===== config.mk =====
export PLATFORM = sky130hd
export DESIGN_NAME = cam_capture_ctrl
export DESIGN_NICKNAME = d
export VERILOG_FILES = /design/src/rtl/cam_capture_ctrl.sv
export SDC_FILE = /design/constraint.sdc
export NUM_CORES = 1
export LEC_CHECK = 0
export CAP_MARGIN = 20
export CELL_PAD_IN_SITES_DETAIL_PLACEMENT = 2
export CELL_PAD_IN_SITES_GLOBAL_PLACEMENT = 2
export CORE_UTILIZATION = 35
export CTS_BUF_LIST = sky130_fd_sc_hd__clkbuf_4 sky130_fd_sc_hd__clkbuf_8
export DETAILED_ROUTE_END_ITERATION = 8
export PLACE_DENSITY_LB_ADDON = 0.1
export SLEW_MARGIN = 25
export SYNTH_ARGS = -nofsm -noshare
export SYNTH_HDL_FRONTEND = slang
export SYNTH_SLANG_ARGS = --single-unit

===== constraint.sdc =====
create_clock -name PIXCLK -period 2.2 [get_ports PIXCLK]
set_input_delay 0.33 -clock PIXCLK [delete_from_list [all_inputs] [get_ports PIXCLK]]
set_output_delay 0.33 -clock PIXCLK [all_outputs]
set_load 0.01 [all_outputs]

===== src/rtl/cam_capture_ctrl.sv =====
// Camera capture front end: re-times the sensor's VSYNC/HREF/Y8 stream, discards
// a configurable number of warm-up frames and forwards windowed pixels to a frame buffer.
module cam_capture_ctrl #(
  parameter int H_RES       = 640,
  parameter int V_RES       = 480,
  parameter int SKIP_FRAMES = 2
) (
  input  logic        PIXCLK,
  input  logic        irst_n,
  input  logic        i_cfg_done,
  input  logic        i_enable,
  input  logic        VSYNC,
  input  logic        HREF,
  input  logic [7:0]  i_pix,
  input  logic        i_fifo_full,
  input  logic        i_clr_err,
  output logic        o_vs_n,
  output logic        o_de,
  output logic [15:0] o_data,
  output logic        o_busy,
  output logic [7:0]  o_frame_cnt,
  output logic        o_err_line,
  output logic        o_overflow
);

  typedef enum logic [1:0] {IDLE, WAIT_VS, SKIP, ACTIVE} state_t;

  localparam int              CW    = 12;
  localparam int              SKW   = (SKIP_FRAMES > 0) ? $clog2(SKIP_FRAMES + 1) : 1;
  localparam logic [CW-1:0]   CMAX  = '1;
  localparam logic [CW-1:0]   H_LIM = CW'(H_RES);
  localparam logic [CW-1:0]   V_LIM = CW'(V_RES);

  logic           vs_s1, vs_s2, hs_s1, hs_s2;
  logic [7:0]     pix_s1;
  state_t         state_q, state_d;
  logic [SKW-1:0] skip_q, skip_d;
  logic [CW-1:0]  col_q, col_d, col_idx, row_q, row_d;
  logic           hold_q, hold_d;
  logic           vs_rise, hs_rise, hs_fall;
  logic           act, in_win, de_d, err_set, ovf_set, frame_inc, fwd;

  assign vs_rise = vs_s1 & ~vs_s2;
  assign hs_rise = hs_s1 & ~hs_s2;
  assign hs_fall = ~hs_s1 & hs_s2;

  // NOTE: every always_comb output gets a default before any branch so no path leaves it unassigned (no latch).
  always_comb begin
    state_d   = state_q;
    skip_d    = skip_q;
    frame_inc = 1'b0;
    if (!i_cfg_done) begin
      state_d = IDLE;
      skip_d  = '0;
    end else begin
      unique case (state_q)
        IDLE:    if (i_enable) state_d = WAIT_VS;
        WAIT_VS: begin
          if (!i_enable) begin
            state_d = IDLE;
          end else if (vs_rise) begin
            if (SKIP_FRAMES == 0) begin
              state_d = ACTIVE;
            end else begin
              state_d = SKIP;
              skip_d  = SKW'(SKIP_FRAMES);
            end
          end
        end
        SKIP: begin
          if (!i_enable) begin
            state_d = IDLE;
            skip_d  = '0;
          end else if (vs_rise) begin
            skip_d = skip_q - SKW'(1);
            if (skip_q == SKW'(1)) state_d = ACTIVE;
          end
        end
        ACTIVE: begin
          if (vs_rise) begin
            frame_inc = 1'b1;
            if (!i_enable) state_d = IDLE;
          end
        end
        default: state_d = IDLE;
      endcase
    end
  end

  // The first HREF-high cycle is column 0, so the rising edge indexes from zero directly.
  always_comb begin
    col_idx = hs_rise ? '0 : col_q;
    col_d   = col_q;
    row_d   = row_q;
    if (hs_s1) col_d = (col_idx == CMAX) ? CMAX : col_idx + CW'(1);
    if (vs_rise) begin
      row_d = '0;
    end else if (hs_fall && row_q != CMAX) begin
      row_d = row_q + CW'(1);
    end
    if (!i_cfg_done) begin
      col_d = '0;
      row_d = '0;
    end
  end

  // Forwarding window and error events; row_q is the index of the line currently in S1.
  always_comb begin
    act     = (state_q == ACTIVE) && i_cfg_done;
    in_win  = act && hs_s1 && (col_idx < H_LIM) && (row_q < V_LIM);
    de_d    = in_win && !i_fifo_full;
    ovf_set = in_win && i_fifo_full;
    err_set = act && hs_fall && ((col_q != H_LIM) || (row_q == V_LIM));
    // The opening pulse and the whole terminating pulse are passed through to the buffer.
    fwd     = i_cfg_done && ((state_q == ACTIVE) || (state_d == ACTIVE) || hold_q);
    hold_d  = i_cfg_done && vs_s1 && (hold_q || ((state_q == ACTIVE) && (state_d != ACTIVE)));
  end

  // NOTE: sequential state uses non-blocking assignments so every register samples pre-edge values.
  always_ff @(posedge PIXCLK or negedge irst_n) begin
    if (!irst_n) begin
      vs_s1       <= 1'b0;
      vs_s2       <= 1'b0;
      hs_s1       <= 1'b0;
      hs_s2       <= 1'b0;
      pix_s1      <= '0;
      state_q     <= IDLE;
      skip_q      <= '0;
      col_q       <= '0;
      row_q       <= '0;
      hold_q      <= 1'b0;
      o_vs_n      <= 1'b1;
      o_de        <= 1'b0;
      o_data      <= '0;
      o_busy      <= 1'b0;
      o_frame_cnt <= '0;
      o_err_line  <= 1'b0;
      o_overflow  <= 1'b0;
    end else begin
      vs_s1   <= VSYNC;
      vs_s2   <= vs_s1;
      hs_s1   <= HREF;
      hs_s2   <= hs_s1;
      pix_s1  <= i_pix;
      state_q <= state_d;
      skip_q  <= skip_d;
      col_q   <= col_d;
      row_q   <= row_d;
      hold_q  <= hold_d;
      o_vs_n  <= ~(vs_s1 && fwd);
      o_de    <= de_d;
      o_data  <= de_d ? {8'd0, pix_s1} : 16'd0;
      o_busy  <= (state_d == SKIP) || (state_d == ACTIVE);
      if (frame_inc) o_frame_cnt <= o_frame_cnt + 8'd1;
      if (err_set) begin
        o_err_line <= 1'b1;
      end else if (i_clr_err) begin
        o_err_line <= 1'b0;
      end
      if (ovf_set) begin
        o_overflow <= 1'b1;
      end else if (i_clr_err) begin
        o_overflow <= 1'b0;
      end
    end
  end

endmodule

# --- After elaboration in Yosys (flattened, before gate mapping) ---
# Index checks and enable logic that the tools add are counted.
totals:
  rom_bits: 0
  mem_count: 0
  elab_cells: 101
  ff_bits: 62
  output_inout_bits: 29
  ramBits: 0
  latch_bits: 0
classes:
  reduce_logical: 24
  n_shift: 0
  order_cmp: 2
  mux: 30
  n_eq_ne: 17
  mul: 0
  div: 0
  add_sub_neg: 4
  n_bitwise: 7
ops:
  columns: ["op", "n"]
  rows:
  - ["12-bit two-way mux", 7]
  - ["2-bit two-way mux", 14]
  - ["12-bit by 1-bit adder with 12-bit output (second input constant)", 2]
  - ["1-bit logical AND", 14]
  - ["12-bit == test (second input constant)", 1]
  - ["12-bit by 9-bit == test with 1-bit output (second input constant)", 1]
  - ["12-bit by 10-bit less-than comparator with 1-bit output (second input constant)", 1]
  - ["12-bit by 9-bit less-than comparator with 1-bit output (second input constant)", 1]
  - ["12-bit by 10-bit inequality test with 1-bit output (second input constant)", 1]
  - ["12-bit inequality test (second input constant)", 1]
  - ["8-bit by 1-bit adder with 8-bit output (second input constant)", 1]
  - ["2-bit == test (second input constant)", 4]
  - ["8-bit two-way mux", 1]
  - ["2-bit case mux with 4 select lines", 1]
  - ["1-bit two-way mux", 6]
  - ["3-bit by 1-bit inequality test with 1-bit output (second input constant)", 2]
  - ["3-bit inequality test (second input constant)", 2]
  - ["1-bit logical OR", 5]
  - ["2-bit by 1-bit == test with 1-bit output (second input constant)", 2]
  - ["4-bit inequality test (second input constant)", 1]
  - ["1-bit NOT", 4]
  - ["2-bit case mux with 2 select lines", 1]
  - ["4-bit AND reduction", 1]
  - ["2-bit nonzero test", 2]
  - ["other kinds (6)", 8]

# --- Longest topological paths before layout ---
# Gate-level depths: netlist (run 1).
logic_depth:
  depth_word: 12
  mapped_depth: 8

# --- Worst setup path after synthesis (run 1) ---
# OpenSTA, ideal clock, no wires.
synth_path:
  path_kind: "register to register"
  start: "register hs_s2"
  end: "register col_q[8]"
  stages_incl_launch_ff: 9
  arrival_ps: 1858
  synth_period_minus_slack_ps: 1952
  setup_ps: 95
  setup_slack_ps: 248
  t_required_ps: 2105
  cell_sequence: "dfrtp_1 -> buf_2 -> nand2b_1 -> and2_1 -> ha_1 -> nand3_1 -> nor3_1 -> a21boi_0 -> a211oi_1"
synth_between:
  elab_chain_len: 7
synth_rtl:
  columns: ["item", "line", "text"]
  rows:
  - ["start, declared", "34", "logic vs_s1, vs_s2, hs_s1, hs_s2;"]
  - ["start signal, assigned", "143", "hs_s2 <= hs_s1;"]
  - ["1-bit NOT (*)", "44", "assign hs_rise = hs_s1 & ~hs_s2;"]
  - ["1-bit bitwise AND (*)", "44", null]
  - ["12-bit two-way mux (*)", "92", "col_idx = hs_rise ? '0 : col_q;"]
  - ["12-bit by 1-bit adder with 12-bit output or 12-bit == test (tied branches)", "95", "if (hs_s1) col_d = (col_idx == CMAX) ? CMAX : col_idx + CW'(1);"]
  - ["12-bit two-way mux (*) (2 in series)", "95", null]
  - ["12-bit two-way mux (*)", "101", "if (!i_cfg_done) begin"]
  - ["end signal, assigned", "147", "col_q <= col_d;"]
  - ["end, declared", "38", "logic [CW-1:0] col_q, col_d, col_idx, row_q, row_d;"]
# Every way passes the cells marked *; elsewhere a longest branch is shown, timed or not. The select of a mux whose other input is x is not followed.
# A chain may end at the register's enable or synchronous reset.

# --- Worst setup path after layout (run 1) ---
layout_path:
  start: "register hs_s2"
  end: "register col_q[9]"
# Same word-level chain as after synthesis.

==> qor.txt, run 1 <==
Post-synth EDFFs: 0
post-DP HPWL: 5885 um
worst slack, placed: 0.2627 ns
CP Depth: 7
Max Freq: 0.5153 GHz
Iter 0 DRT Violations: 84
global route total overflow: 0
routed vias/inst: 5.485
Hold Fails Final Rpt: 0
Final Core Density: 44.98%
Placement Rows: 33
CTS tree: built
Mapped Area: 2994 um2
max-slew violations: 0
peak per-stage delay on the critical path: 0.49 ns
maximum vdd ir drop: 0.2584 mV
CP Capture Type: flip-flop
most frequent cell after synthesis: dfrtp_1
area growth from synthesis to layout: 24.07%
Post-synth top flop: dfrtp_1
status: completed
Worst R2R Path Depth: 7
RePlAce Congestion: 0.7891
setup ws final: 0.2594 ns
Die ar.: 8928 um2
ANT cells: 0
worst clock skew: 0.01461 ns
crit path time final: 1.941 ns
top post-synthesis cells by count: 61 x dfrtp_1, 23 x nand2_1, 16 x a21oi_1
largest net degree at the start of global routing: 63
Synth cell types: 58
Worst Path Buf+Inv: 0
RR Endpoint: col_q[9]$_DFFE_PN0P_
Total Wirelength: 8326 um
Die W: 94.49 um
vias: 2,490
chip height: 94.49 um
Cell Chain, Critical Path: nand2b_1 -> and2_1 -> ha_1 -> nand3_1 -> nor3_1 -> a21boi_0 -> o211ai_1
H-Tree Depth: 3
Req. time, crit path: 2.40 ns
asr flop ratio synth: 100.0%
initial antenna violation count: 0
Global Route Usage Sum: 20.35%
count of TritonRoute iterations in the first routing pass: 4
FF/Latch Area: 1553 um2
reg2reg setup slack: 0.26 ns
Starting Density: 36.26%
Worst Tran Pin Value: 0.5605 ns
Setup Viol. Count Final: 0
CP Launch Type: flip-flop
multi-input logic area: 1336 um2
PD cells: 630.9 nW/um2
MaxCap Viol Count: 0
RSZ-0062 raised after global routing: false
fin nets: 365
clock tree buffer depth: 2
HP Class: in -> reg
critical path peak fanout: 4
Hold Path End: pix_s1[0]$_DFF_PN0_
Seq/Total Area, Yosys: 51.86%
Yosys top cell area share: 50.98%
Clock Latency Late Sink: 0.35 ns
Yosys reg bits: 62
hold depth: 1
P_leak: 1.578 nW
Synth Area per Inst: 10.15 um2
placed inst area: 3508 um2
CTS root buf: clkbuf_8
Clock Sinks: 62
Resized Gates After CTS: 0
overall power: 2.344 mW
Slew headroom: 62.30%
worst reg2reg path startpoint: hs_s2$_DFF_PN0_
core area: 8258 um2
Area contributors post-synth: dfrtp_1 51%, and2_1 2.9%, nand2_1 2.9%
Finished Cell Area: 3715 um2
Final ANT Viol Nets: 0
first-pass GRT wire length: 13,720 um
Reg clk slew, reported paths: 0.08 ns
vias in the first global route: 2,646
crit path DAT: 2.14 ns
fraction of layout cells with a size suffix above 1: 10.03%
IO Count: 45
crit path kind: reg -> reg
Syn Inst Count: 295
fill cell count: 898
drt drc: 0
HP Start: i_pix[0]
Final period util: 88.21%
total CTS buffers: 9
Fin Setup TNS: 0 ns
Buffers on Ports: 36
Worst path slowest cell: a21boi_0
top cell family by delay on the critical path: compound AO/OA/AOI/OAI gates
Ys Warns: 0
area leader, netlist: dfrtp_1
Avg WL per Cell: 18.34 um
==> cell type report <==
cell class	count	share of cell area (%)
multi-input combinational	214	35.97
inverter	8	0.8084
clock buffer	9	3.334
sequential	62	41.80
clock inverter	7	1.954
tap	105	3.537
timing repair buffer	49	12.60
==> repair_timing <==
| item | 4_1_cts | 5_1_grt |
|---|---|---|
| hold endpoints to repair | 16 | 0 |
| setup buffers | 0 | 0 |
| hold buffers | 1 | 0 |
==> kinds of logic (layout without fill, tap and decap cells) <==
kind of cell | count (synthesis) | count (layout) | share of synthesized area (%)
AO/OA/AOI/OAI | 70 | 70 | 15.50
multiplexers | 2 | 2 | 0.7104
XOR/XNOR | 12 | 12 | 3.511
buffers and inverters | 26 | 73 | 4.388
other | 1 | 8 | 0.1252
AND/OR/NAND/NOR | 117 | 117 | 21.81
flip-flops | 62 | 62 | 51.86
adder cells (fa/ha/maj) | 5 | 5 | 2.089
==> power breakdown <==
part / switching [mW] / internal, mW
combinational: 0.0931 / 0.0626
sequential: 0.0154 / 1.16
clock: 0.491 / 0.524
total: 0.599 / 1.74
==> worst max-delay path by stage <==
stage,from,endpoint
after floorplan,hs_s2$_DFF_PN0_,col_q[8]$_DFFE_PN0P_
after global placement,hs_s2$_DFF_PN0_,col_q[9]$_DFFE_PN0P_
after detailed placement,hs_s1$_DFF_PN0_,col_q[11]$_DFFE_PN0P_
after CTS,hs_s2$_DFF_PN0_,col_q[9]$_DFFE_PN0P_
after global routing,hs_s1$_DFF_PN0_,col_q[8]$_DFFE_PN0P_
final,hs_s2$_DFF_PN0_,col_q[9]$_DFFE_PN0P_
==> metrics by stage <==
step / hold WS [ns] / cells
3_5_place_dp: 0.3752 / 437
6_report: 0.4167 / 454
4_1_cts: 0.4036 / 454
2_1_floorplan: 0.03441 / 302
5_1_grt: 0.4030 / 454
3_3_place_gp: 0.3723 / 437
==> sequential cells by signal, indices dropped and copies added (netlist names), 2 cells and up <==
register	cells
row_q	12
o_frame_cnt	8
skip_q	2
col_q	12
o_data	8
state_q	2
pix_s1	8
==> layer usage <==
metal	routed length (um)	up-vias	GRT usage, %	share of wire [%]
met5	0	-	0	0
met4	85	0	7.449	1.0
met3	222	8	4.106	2.7
met2	4155	40	32.97	50
met1	3864	1281	26.90	46
li1	-	1161	-	-
==> cells in the final DEF (no fill, tap or decap), types with 9 or more instances in the layout <==
cell type / instances
a21oi_1: 16
nand3_1: 14
clkdlybuf4s50_1: 35
and2_1: 14
o21ai_0: 14
buf_4: 11
clkbuf_8: 9
dfrtp_1: 61
nor3_1: 9
xor2_1: 9
nand2_1: 23
nor2_1: 15
Note: power is estimated with default switching activity, not from simulation.
==> run 2: changes to the inputs <==
CELL_PAD_IN_SITES_DETAIL_PLACEMENT = 1   (was 2)
CELL_PAD_IN_SITES_GLOBAL_PLACEMENT = 1   (was 2)
CORE_UTILIZATION = 43   (was 35)
==> qor.txt, run 2 (same netlist as run 1, synthesis figures left out) <==
GRT busiest layer: met2
HP Start: i_pix[1]
total CTS buffers: 9
most common cell after layout, fill and taps aside: dfrtp_1
drt drc: 0
Cell Chain, Critical Path: nand2b_1 -> and2_1 -> ha_1 -> nand3_1 -> nor3_1 -> a21boi_0 -> o211ai_1
Worst Tran Pin Value: 0.5349 ns
multi-input logic area: 1336 um2
Clock Sinks: 62
top flop regs: col_q: 12 flops, row_q: 12 flops
RSZ-0062 raised after global routing: false
count of TritonRoute iterations in the first routing pass: 4
maximum vdd ir drop: 0.2555 mV
Fin Setup TNS: 0 ns
Req. time, crit path: 2.40 ns
IO Count: 45
crit path DAT: 2.13 ns
Max Freq: 0.5188 GHz
P_leak: 1.573 nW
fin nets: 364
chip height: 85.45 um
GR Util met3: 5.350%
Global Route Usage Sum: 21.77%
clock tree buffer depth: 2
vias: 2,453
largest net degree at the start of global routing: 43
setup ws final: 0.2726 ns
vias in the first global route: 2,481
Final ANT Viol Nets: 0
fraction of layout cells with a size suffix above 1: 9.770%
Placement Rows: 30
Slew headroom: 64.34%
peak per-stage delay on the critical path: 0.44 ns
Post CTS Setup Buffer Count: 0
crit path kind: reg -> reg
Hold Fails Final Rpt: 0
Die ar.: 7301 um2
initial antenna violation count: 0
RePlAce Congestion: 0.8340
CTS tree: built
critical path peak fanout: 4
post-DP HPWL: 5097 um
Worst Path Buf+Inv: 0
Total Wirelength: 7101 um
worst slack, placed: 0.2776 ns
HP Class: in -> reg
Final period util: 87.61%
CP Capture Type: flip-flop
commonest cells after routing, fill and taps aside: 61 x dfrtp_1, 35 x clkdlybuf4s50_1, 23 x nand2_1, 16 x a21oi_1, 15 x nor2_1
FF/Latch Area: 1553 um2
fill cell count: 776
area growth from synthesis to layout: 22.77%
max-slew violations: 0
GRT met1 Usage: 28.28%
M2 GR Usage: 35.56%
ANT cells: 0
Worst path slowest cell: a21boi_0
status: completed
routed vias/inst: 5.731
H-Tree Depth: 3
global route total overflow: 0
Critical path origin: hs_s2$_DFF_PN0_
Clock Latency Late Sink: 0.34 ns
core area: 6756 um2
worst clock skew: 0.006125 ns
Iter 0 DRT Violations: 64
Reg clk slew, reported paths: 0.07 ns
CTS root buf: clkbuf_8
Die W: 85.45 um
Avg WL per Cell: 16.59 um
crit path time final: 1.927 ns
MaxCap Viol Count: 0
Setup Viol. Count Final: 0
CP Launch Type: flip-flop
Buffers on Ports: 36
worst reg2reg path startpoint: hs_s2$_DFF_PN0_
top cell family by delay on the critical path: compound AO/OA/AOI/OAI gates
first-pass GRT wire length: 12,160 um
PD cells: 633.8 nW/um2
Starting Density: 44.31%
## run 2: layer usage
layer,part of all wire [%],wire (um)
met1,46,3288
met2,49,3472
met3,3.3,235
met4,1.5,104
met5,0,0
## run 2: path summary, 6_finish.rpt
| kind | end | slack [ns] | depth (start not counted) |
|---|---|---|---|
| max | col_q[9]$_DFFE_PN0P_ | 0.27 | 7 |
| min | pix_s1[1]$_DFF_PN0_ | 0.42 | 1 |
| max reg2reg | col_q[9]$_DFFE_PN0P_ | 0.27 | 7 |
| min reg2reg | o_data[3]$_DFF_PN0_ | 0.45 | 1 |
| max in group asynchronous | o_vs_n$_DFF_PN1_ | 1.04 | 3 |
| min in group asynchronous | row_q[3]$_DFFE_PN0P_ | 0.50 | 2 |
## run 2: what timing repair did
action,in CTS,in global routing
endpoints found under the hold margin,20,0
gates resized for setup,0,0
endpoints found under the setup margin,0,0
hold buffers,1,0
## run 2: final cells by class
type                    count  share of cell area, %
repair buffers             48                  12.53
clock buffers               9                  3.370
flip-flops and latches     62                  42.24
well taps                  80                  2.723
multi-input cells         214                  36.35
inverters                   8                 0.8169
clock inverters             7                  1.974
## run 2: power breakdown
part	switching [mW]	total, mW	internal (mW)	leakage (nW)
Combinational	0.0890	0.150	0.0613	0.646
Sequential	0.0142	1.17	1.16	0.831
Clock	0.484	1.01	0.524	0.0956
Total	0.587	2.33	1.74	1.57
## run 2: through the flow
stage	utilization (%)	cells	instance area (um2)	hold slack (ns)	total power, mW
6_report	54.41	428	3676	0.4190	2.330
5_1_grt	54.41	428	3676	0.4008	2.426
4_1_cts	54.41	428	3676	0.4029	2.369
3_5_place_dp	51.35	411	3470	0.3373	1.346
3_3_place_gp	51.35	411	3470	0.3378	1.342
2_1_floorplan	-	302	3020	0.03441	1.266
==> run 3: changes to the inputs <==
CORE_MARGIN = 5   (was unset)
==> qor.txt, run 3 (same netlist as run 1, synthesis figures left out) <==
Reg clk slew, reported paths: 0.08 ns
count of TritonRoute iterations in the first routing pass: 5
HP Class: in -> reg
global route total overflow: 0
Iter 0 DRT Violations: 117
Clock Sinks: 62
crit path kind: reg -> reg
area growth from synthesis to layout: 24.40%
Post CTS Setup Buffer Count: 0
Max Freq: 0.5031 GHz
top cell family by delay on the critical path: simple AND/OR/NAND/NOR gates
Clock Latency Late Sink: 0.34 ns
vias: 2,485
max-slew violations: 0
clock tree buffer depth: 2
Setup Viol. Count Final: 0
Cell Chain, Critical Path: nand2b_1 -> and2_1 -> ha_1 -> nand3_1 -> buf_4 -> nor3_1 -> a21oi_1 -> a211oi_1
Final Core Density: 54.83%
fin nets: 365
fill cell count: 753
crit path time final: 1.988 ns
worst clock skew: 0.01280 ns
total CTS buffers: 9
largest net degree at the start of global routing: 44
RePlAce Congestion: 0.8199
Worst Tran Pin Value: 0.5565 ns
Die ar.: 8732 um2
Placement Rows: 30
RSZ-0062 raised after global routing: false
crit path DAT: 2.23 ns
Die W: 93.45 um
post-DP HPWL: 5350 um
Slew headroom: 62.90%
status: completed
CP Capture Type: flip-flop
fraction of layout cells with a size suffix above 1: 10.03%
Final ANT Viol Nets: 0
Worst Path Buf+Inv: 1
CTS tree: built
Worst path slowest cell: dfrtp_1
MaxCap Viol Count: 0
Fin Setup TNS: 0 ns
H-Tree Depth: 3
# hold bufs at CTS: 1
CP Launch Type: flip-flop
most common cell after layout, fill and taps aside: dfrtp_1
Avg WL per Cell: 17.13 um
CTS root buf: clkbuf_8
chip height: 93.45 um
P_leak: 1.586 nW
Starting Density: 44.07%
Global Route Usage Sum: 18.88%
IO Count: 45
Hold Fails Final Rpt: 0
maximum vdd ir drop: 0.4810 mV
vias in the first global route: 2,543
first-pass GRT wire length: 12,840 um
peak per-stage delay on the critical path: 0.42 ns
critical path peak fanout: 7
ANT cells: 0
initial antenna violation count: 0
Resized Gates After CTS: 0
drt drc: 0
core area: 6794 um2
Total Wirelength: 7621 um
Req. time, crit path: 2.44 ns
commonest cells after routing, fill and taps aside: 61 x dfrtp_1, 35 x clkdlybuf4s50_1, 23 x nand2_1, 16 x a21oi_1, 15 x nor2_1
Buffers on Ports: 36
top flop regs: col_q: 12 flops, row_q: 12 flops
PD cells: 665.0 nW/um2
Final period util: 90.35%
routed vias/inst: 5.584
[run 3: final cells by class]
type	instances	area [um2]	area share (%)
multi-input combinational	214	1336	35.88
clock inverter	6	92.59	2.486
timing repair buffer	49	455.4	12.23
tap	96	120.1	3.225
clock buffer	10	137.6	3.695
sequential	62	1553	41.69
inverter	8	30.03	0.8062
[run 3: metrics by stage]
stage	setup WS, ns	area [um2]	cells	hold WS [ns]	power, mW
2_1_floorplan	0.2476	3020	302	0.03441	1.266
3_3_place_gp	0.3739	3485	428	0.3287	1.340
3_5_place_dp	0.3009	3485	428	0.3294	1.346
4_1_cts	0.2005	3725	445	0.3977	2.510
5_1_grt	0.07882	3725	445	0.3982	2.582
6_report	0.2123	3725	445	0.4172	2.477
[run 3: metal layers]
| metal | track usage [%] | part of all wire, % | vias to the layer above |
|---|---|---|---|
| li1 | - | - | 1154 |
| met1 | 25.36 | 45 | 1257 |
| met2 | 30.02 | 49 | 64 |
| met3 | 3.620 | 4.7 | 10 |
| met4 | 7.326 | 1.5 | 0 |
| met5 | 0 | 0 | - |
[run 3: path summary, 6_finish.rpt]
| check | cells past startpoint | to | slack [ns] | startpoint |
|---|---|---|---|---|
| worst max-delay path | 8 | col_q[10]$_DFFE_PN0P_ | 0.21 | hs_s1$_DFF_PN0_ |
| worst min-delay path | 1 | pix_s1[0]$_DFF_PN0_ | 0.42 | i_pix[0] |
| worst max register to register | 8 | col_q[10]$_DFFE_PN0P_ | 0.21 | hs_s1$_DFF_PN0_ |
| worst min register to register | 1 | o_data[1]$_DFF_PN0_ | 0.45 | pix_s1[1]$_DFF_PN0_ |
| max in group asynchronous | 3 | o_vs_n$_DFF_PN1_ | 1.19 | irst_n |
| min in group asynchronous | 3 | row_q[6]$_DFFE_PN0P_ | 0.50 | irst_n |
[run 3: power breakdown]
part	total (mW)	switching, mW	internal (mW)
registers	1.17	0.0146	1.16
clock network	1.15	0.480	0.674
logic	0.151	0.0908	0.0598
==> variant 1 (flow settings as in run 1) <==
Register the output `o_frame_cnt` once more, with the module's reset; this adds one clock of latency there. The other outputs are not delayed to match.
--- a/src/rtl/cam_capture_ctrl.sv
+++ b/src/rtl/cam_capture_ctrl.sv
@@ -32,2 +32,4 @@
   localparam logic [CW-1:0]   V_LIM = CW'(V_RES);
+
+  logic [7:0] o_frame_cnt_s0;
 
@@ -135,3 +137,3 @@
       o_busy      <= 1'b0;
-      o_frame_cnt <= '0;
+      o_frame_cnt_s0 <= '0;
       o_err_line  <= 1'b0;
@@ -153,3 +155,3 @@
       o_busy  <= (state_d == SKIP) || (state_d == ACTIVE);
-      if (frame_inc) o_frame_cnt <= o_frame_cnt + 8'd1;
+      if (frame_inc) o_frame_cnt_s0 <= o_frame_cnt_s0 + 8'd1;
       if (err_set) begin
@@ -167,2 +169,10 @@
 
+  always_ff @(posedge PIXCLK or negedge irst_n) begin
+    if (!irst_n) begin
+      o_frame_cnt <= '0;
+    end else begin
+      o_frame_cnt <= o_frame_cnt_s0;
+    end
+  end
+
 endmodule
Behaviour: not the same (Yosys sat finds a counterexample within 10 cycles, from zero or initial values and one cycle with irst_n low).
==> variant 1 against run 1 <==
The flow now finishes with violations (DRC, hold timing); power rose by 8.5%; design area is 6.1% higher; synthesized area grew 7.7%; critical endpoint is now col_q[7]; worst setup slack better by 0.090 ns; sequential cell count grew 8; global-route usage shrank 1.6 points; worst hold slack worse by 0.42 ns; routed wire length shrank 2.1%; clock power grew 4%.
==> variant 1: results (changes against run 1) <==
outcome complete, but fails checks (was finished clean); failing checks DRC, hold timing; Setup Buffers After CTS 0 (unchanged); CTS Buf Count 9 (unchanged); fillers 910 (was 898); design area 3941 µm² (was 3715 µm²); crit path DAT 2.07 ns (was 2.14 ns); RD Place Congestion 0.7426 (was 0.7891); port buffer count 36 (unchanged); synth warn 0 (unchanged); Iter 0 DRT Violations 46 (was 84); first-pass GRT wire length 13,930 µm (was 13,720 µm); Crit Path Max Fanout 6 (was 4); Clock Latency Late Sink 0.34 ns; gr usage total 0.1871 (was 0.2035); largest net degree at the start of global routing 71 (was 63); crit path launch hs_s2 (unchanged); Setup WS pre-CTS 0.1889 ns (was 0.2627 ns); post-placement cell count 448 (was 437); root buf cell clkbuf_8 (unchanged); sequential area share after synthesis 0.5437 (was 0.5186); Crit Reg-Reg Endpoint col_q[7] (was col_q[9]); Pleak 1.718 nW (was 1.578 nW); CTS tree built (unchanged); asr flop ratio synth 1.000 (unchanged); initial antenna violation count 0 (unchanged); CTS H-Tree Depth 3 (unchanged); post-cts resize count 0 (unchanged); Pre-Repair DR Iteration Count 5 (was 4); vias in the first global route 2,664 (was 2,646); Area after DPL 3737 µm² (was 3508 µm²); via count 2,412 (was 2,490); worst min path class input port to asynchronous set/reset pin (was input port to flip-flop); Post-synth top cells 69 x dfrtp_1, 24 x nand2_1, 22 x nor2_1 (was 61 x dfrtp_1, 23 x nand2_1, 16 x a21oi_1); Hold Worst Slack -0.005238 ns (was 0.4167 ns); crit-path max cell delay 0.38 ns (was 0.49 ns); routed wire length per instance 17.57 µm (was 18.34 µm); Final Net Count 372 (was 365); # diodes 0 (unchanged); Setup Skew 0.005212 ns (was 0.01461 ns); largest cells by area after synthesis dfrtp_1 54%, xor2_1 3.0%, nand2_1 2.8%, o21ai_0 2.6%, nor2_1 2.6% (was dfrtp_1 51%, and2_1 2.9%, nand2_1 2.9%, a21oi_1 2.7%, xor2_1 2.6%); Post-synth top flop dfrtp_1 (unchanged); clk slew on worst S/H paths 0.08 ns (about the same); Setup WS post-layout 0.3489 ns (was 0.2594 ns); share of layout cells above drive strength 1 0.1264 (was 0.1003); maximum VDD drop 0.0003008 V (was 0.0002584 V); Final Max Tran Viols 0 (unchanged); final WL 8153 µm (was 8326 µm); Distinct cells, synth 58 (unchanged); top-area cell type share of the netlist area 0.5355 (was 0.5098); DRC viols 3 (was 0); Clock Path Buffers 2 (unchanged); Slew @ Worst Pin 0.5264 ns (was 0.5605 ns); Fin. Hold Viols 2 (was 0); Slowest-stage cell, CP dfrtp_1 (was a21boi_0); Detail Placement HPWL 5742 µm (was 5885 µm); Syn Inst Count 304 (was 295); Regs by FF count col_q x12, row_q x12 (unchanged); Worst R2R Path Depth 8 (was 7)
variant 1: cell count changes after synthesis, moves of 3 or more:
cell and change:
and3_1 -5, a21boi_0 -3, o21ai_0 +3, nor2_1 +7, nand4_1 +5, dfrtp_1 +8, nor2b_1 +3, o211ai_1 -6
a21oi_1 -8, o2111ai_1 -4, or4_1 -5
variant 1: area by class of cell:
cell class | count | area share
clock buffers | 11 | 0.03683
clock inverters | 5 | 0.01492
inverters | 9 | 0.008571
multi-input cells | 212 | 0.3425
flip-flops and latches | 70 | 0.4448
well taps | 108 | 0.03429
repair buffers | 49 | 0.1181
variant 1: critical path: cells and delay by family, from the launching register on:
kind          cells  cell delay (ns)
simple gates      6             0.93
flops             1             0.38
fa+ha+maj         1             0.28
buf+inv           1             0.15
variant 1: worst max path at each step:
stage	to	cells past startpoint
floorplan	col_q[7]	7
global placement	o_data[3]	6
detailed placement	o_data[5]	6
CTS	col_q[7]	8
global route	o_data[4]	4
finish	col_q[7]	8
variant 1: kinds of logic after synthesis:
logic type                 share of synthesized area
and+or+nand+nor                               0.2255
xor gates and xnor gates                     0.04346
adders and majority gates                    0.01940
buffers and inverters                        0.04579
DFF                                           0.5437
other                                       0.001163
muxes                                       0.009701
AOI/OAI and AO/OA                             0.1114
variant 1: routing by layer:
metal	share of wire	GRT usage	vias up
met3	0.024	0.03865	7
met4	0.0094	0.05594	0
met2	0.49	0.3044	27
met1	0.48	0.2519	1229
li1	-	-	1149
met5	0	0	-
variant 1: report_power, final:
group | switching, mW | internal, mW
clock network | 0.493 | 0.567
registers | 0.0157 | 1.31
logic | 0.0998 | 0.0622
total | 0.608 | 1.94
==> variant 2 (flow settings as in run 1) <==
Without the edit above. `SKIP_FRAMES`: 2 -> 4.
--- a/src/rtl/cam_capture_ctrl.sv
+++ b/src/rtl/cam_capture_ctrl.sv
@@ -5,3 +5,3 @@
   parameter int V_RES       = 480,
-  parameter int SKIP_FRAMES = 2
+  parameter int SKIP_FRAMES = 4
 ) (
Formal check against the unedited RTL: not equivalent (Yosys sat finds a counterexample within 10 cycles, from zero or initial values and one cycle with irst_n low).
==> variant 2 against run 1 <==
Sequential cell count up 1; count of clock-buffer cells in the layout unchanged; fmax is 4.0% lower; worst setup slack worse by 0.081 ns; power increased by 7.4%; design area up 1.1%; via count down 2.6%; synthesized area increased by 0.17%; routed wire length down 5.1%.
==> variant 2: results (changes against run 1) <==
worst min path class input port to flip-flop (unchanged); FF-to-FF Start hs_s1 (was hs_s2); Pre-Repair DR Iteration Count 4 (unchanged); asr flop ratio synth 1.000 (unchanged); CTS H-Tree Depth 3 (unchanged); post-placement cell count 442 (was 437); Distinct cells, synth 48 (was 58); port buffer count 36 (unchanged); Pleak 1.551 nW (was 1.578 nW); CTS Buf Count 9 (unchanged); Setup Buffers After CTS 0 (unchanged); Detail Placement HPWL 5612 µm (was 5885 µm); crit path launch hs_s1 (was hs_s2); Setup Skew 0.006306 ns (was 0.01461 ns); largest net degree at the start of global routing 34 (was 63); clk slew on worst S/H paths 0.08 ns (about the same); maximum VDD drop 0.0002834 V (was 0.0002584 V); largest cells by area after synthesis dfrtp_1 52%, o21ai_0 4.0%, nand2_1 3.5%, xnor2_1 2.9%, a21oi_1 2.8% (was dfrtp_1 51%, and2_1 2.9%, nand2_1 2.9%, a21oi_1 2.7%, xor2_1 2.6%); Clock Latency Late Sink 0.35 ns (about the same); delay-heaviest family, CP simple AND/OR/NAND/NOR gates (was compound AO/OA/AOI/OAI gates); Clock Path Buffers 2 (unchanged); first-pass GRT wire length 13,370 µm (was 13,720 µm); outcome finished clean (unchanged); Hold Crit Start VSYNC (was i_pix[0]); Final Net Count 371 (was 365); gr usage total 0.1997 (was 0.2035); final WL 7903 µm (was 8326 µm); Setup WS pre-CTS 0.06653 ns (was 0.2627 ns); root buf cell clkbuf_8 (unchanged); Regs by FF count col_q x12, row_q x12 (unchanged); initial antenna violation count 0 (unchanged); Post-synth top cells 62 x dfrtp_1, 28 x nand2_1, 24 x o21ai_0 (was 61 x dfrtp_1, 23 x nand2_1, 16 x a21oi_1); # diodes 0 (unchanged); RD Place Congestion 0.7873 (was 0.7891); crit-path max cell delay 0.41 ns (was 0.49 ns); Slowest-stage cell, CP or3_4 (was a21boi_0); vias in the first global route 2,622 (was 2,646); final non-filler cell total 459 (was 454); DR vias/cell 5.283 (was 5.485); Sw Pwr 630.7 µW (was 599.4 µW); Iter 0 DRT Violations 105 (was 84); share of layout cells above drive strength 1 0.1158 (was 0.1003); Area after DPL 3506 µm² (was 3508 µm²); Slew Limit Headroom 0.6098 (was 0.6230); fillers 896 (was 898); syn avg cell area 9.997 µm² (was 10.15 µm²); Crit Path Max Fanout 7 (was 4); sequential area share after synthesis 0.5261 (was 0.5186); synth warn 0 (unchanged); crit path DAT 2.30 ns (was 2.14 ns)
[variant 2: worst paths after layout]
check,slack (ns),cells after the start,endpoint
setup / recovery,0.18,8,col_q[4]
setup reg to reg,0.18,8,col_q[4]
min in group asynchronous,0.51,2,col_q[11]
hold / removal,0.41,1,vs_s1
hold reg to reg,0.45,0,vs_s2
max in group asynchronous,1.04,3,o_vs_n
[variant 2: cell families after synthesis]
kind of cell / Yosys count / share of synthesized area
other: 1 / 0.001250
xor gates and xnor gates: 14 / 0.04088
DFF: 63 / 0.5261
AOI/OAI and AO/OA: 65 / 0.1306
muxes: 1 / 0.003754
and+or+nand+nor: 119 / 0.2186
adders and majority gates: 6 / 0.02503
buffers and inverters: 31 / 0.05382
[variant 2: cell type report]
class	instances	area, µm²	area share
Sequential cell	63	1578	0.4202
Clock inverter	7	102.6	0.02732
Clock buffer	9	123.9	0.03299
Tap cell	105	131.4	0.03499
Inverter	12	45.04	0.01200
Multi-Input combinational cell	213	1299	0.3459
Timing Repair Buffer	50	475.5	0.1266
[variant 2: routing by layer]
metal	up-vias	part of all wire	global-route usage	wire [µm]
li1	1149	-	-	-
met1	1228	0.47	0.2620	3717
met2	38	0.49	0.3231	3846
met3	10	0.027	0.04106	217
met4	0	0.015	0.07828	121
met5	-	0	0	0
[variant 2: power groups by stage]
stage | registers, mW | logic, mW | clock network [mW]
after global routing | 1.19 | 0.173 | 1.27
after CTS | 1.19 | 0.156 | 1.23
after global placement | 1.21 | 0.151 | 0
after floorplan | 1.21 | 0.0746 | 0
final | 1.19 | 0.153 | 1.18
after detailed placement | 1.21 | 0.154 | 0
[variant 2: repair_timing]
action / in CTS / in global routing
endpoints found under the hold margin: 20 / 0
hold buffers: 1 / 0
resized for setup: 0 / 3
endpoints found under the setup margin: 0 / 7
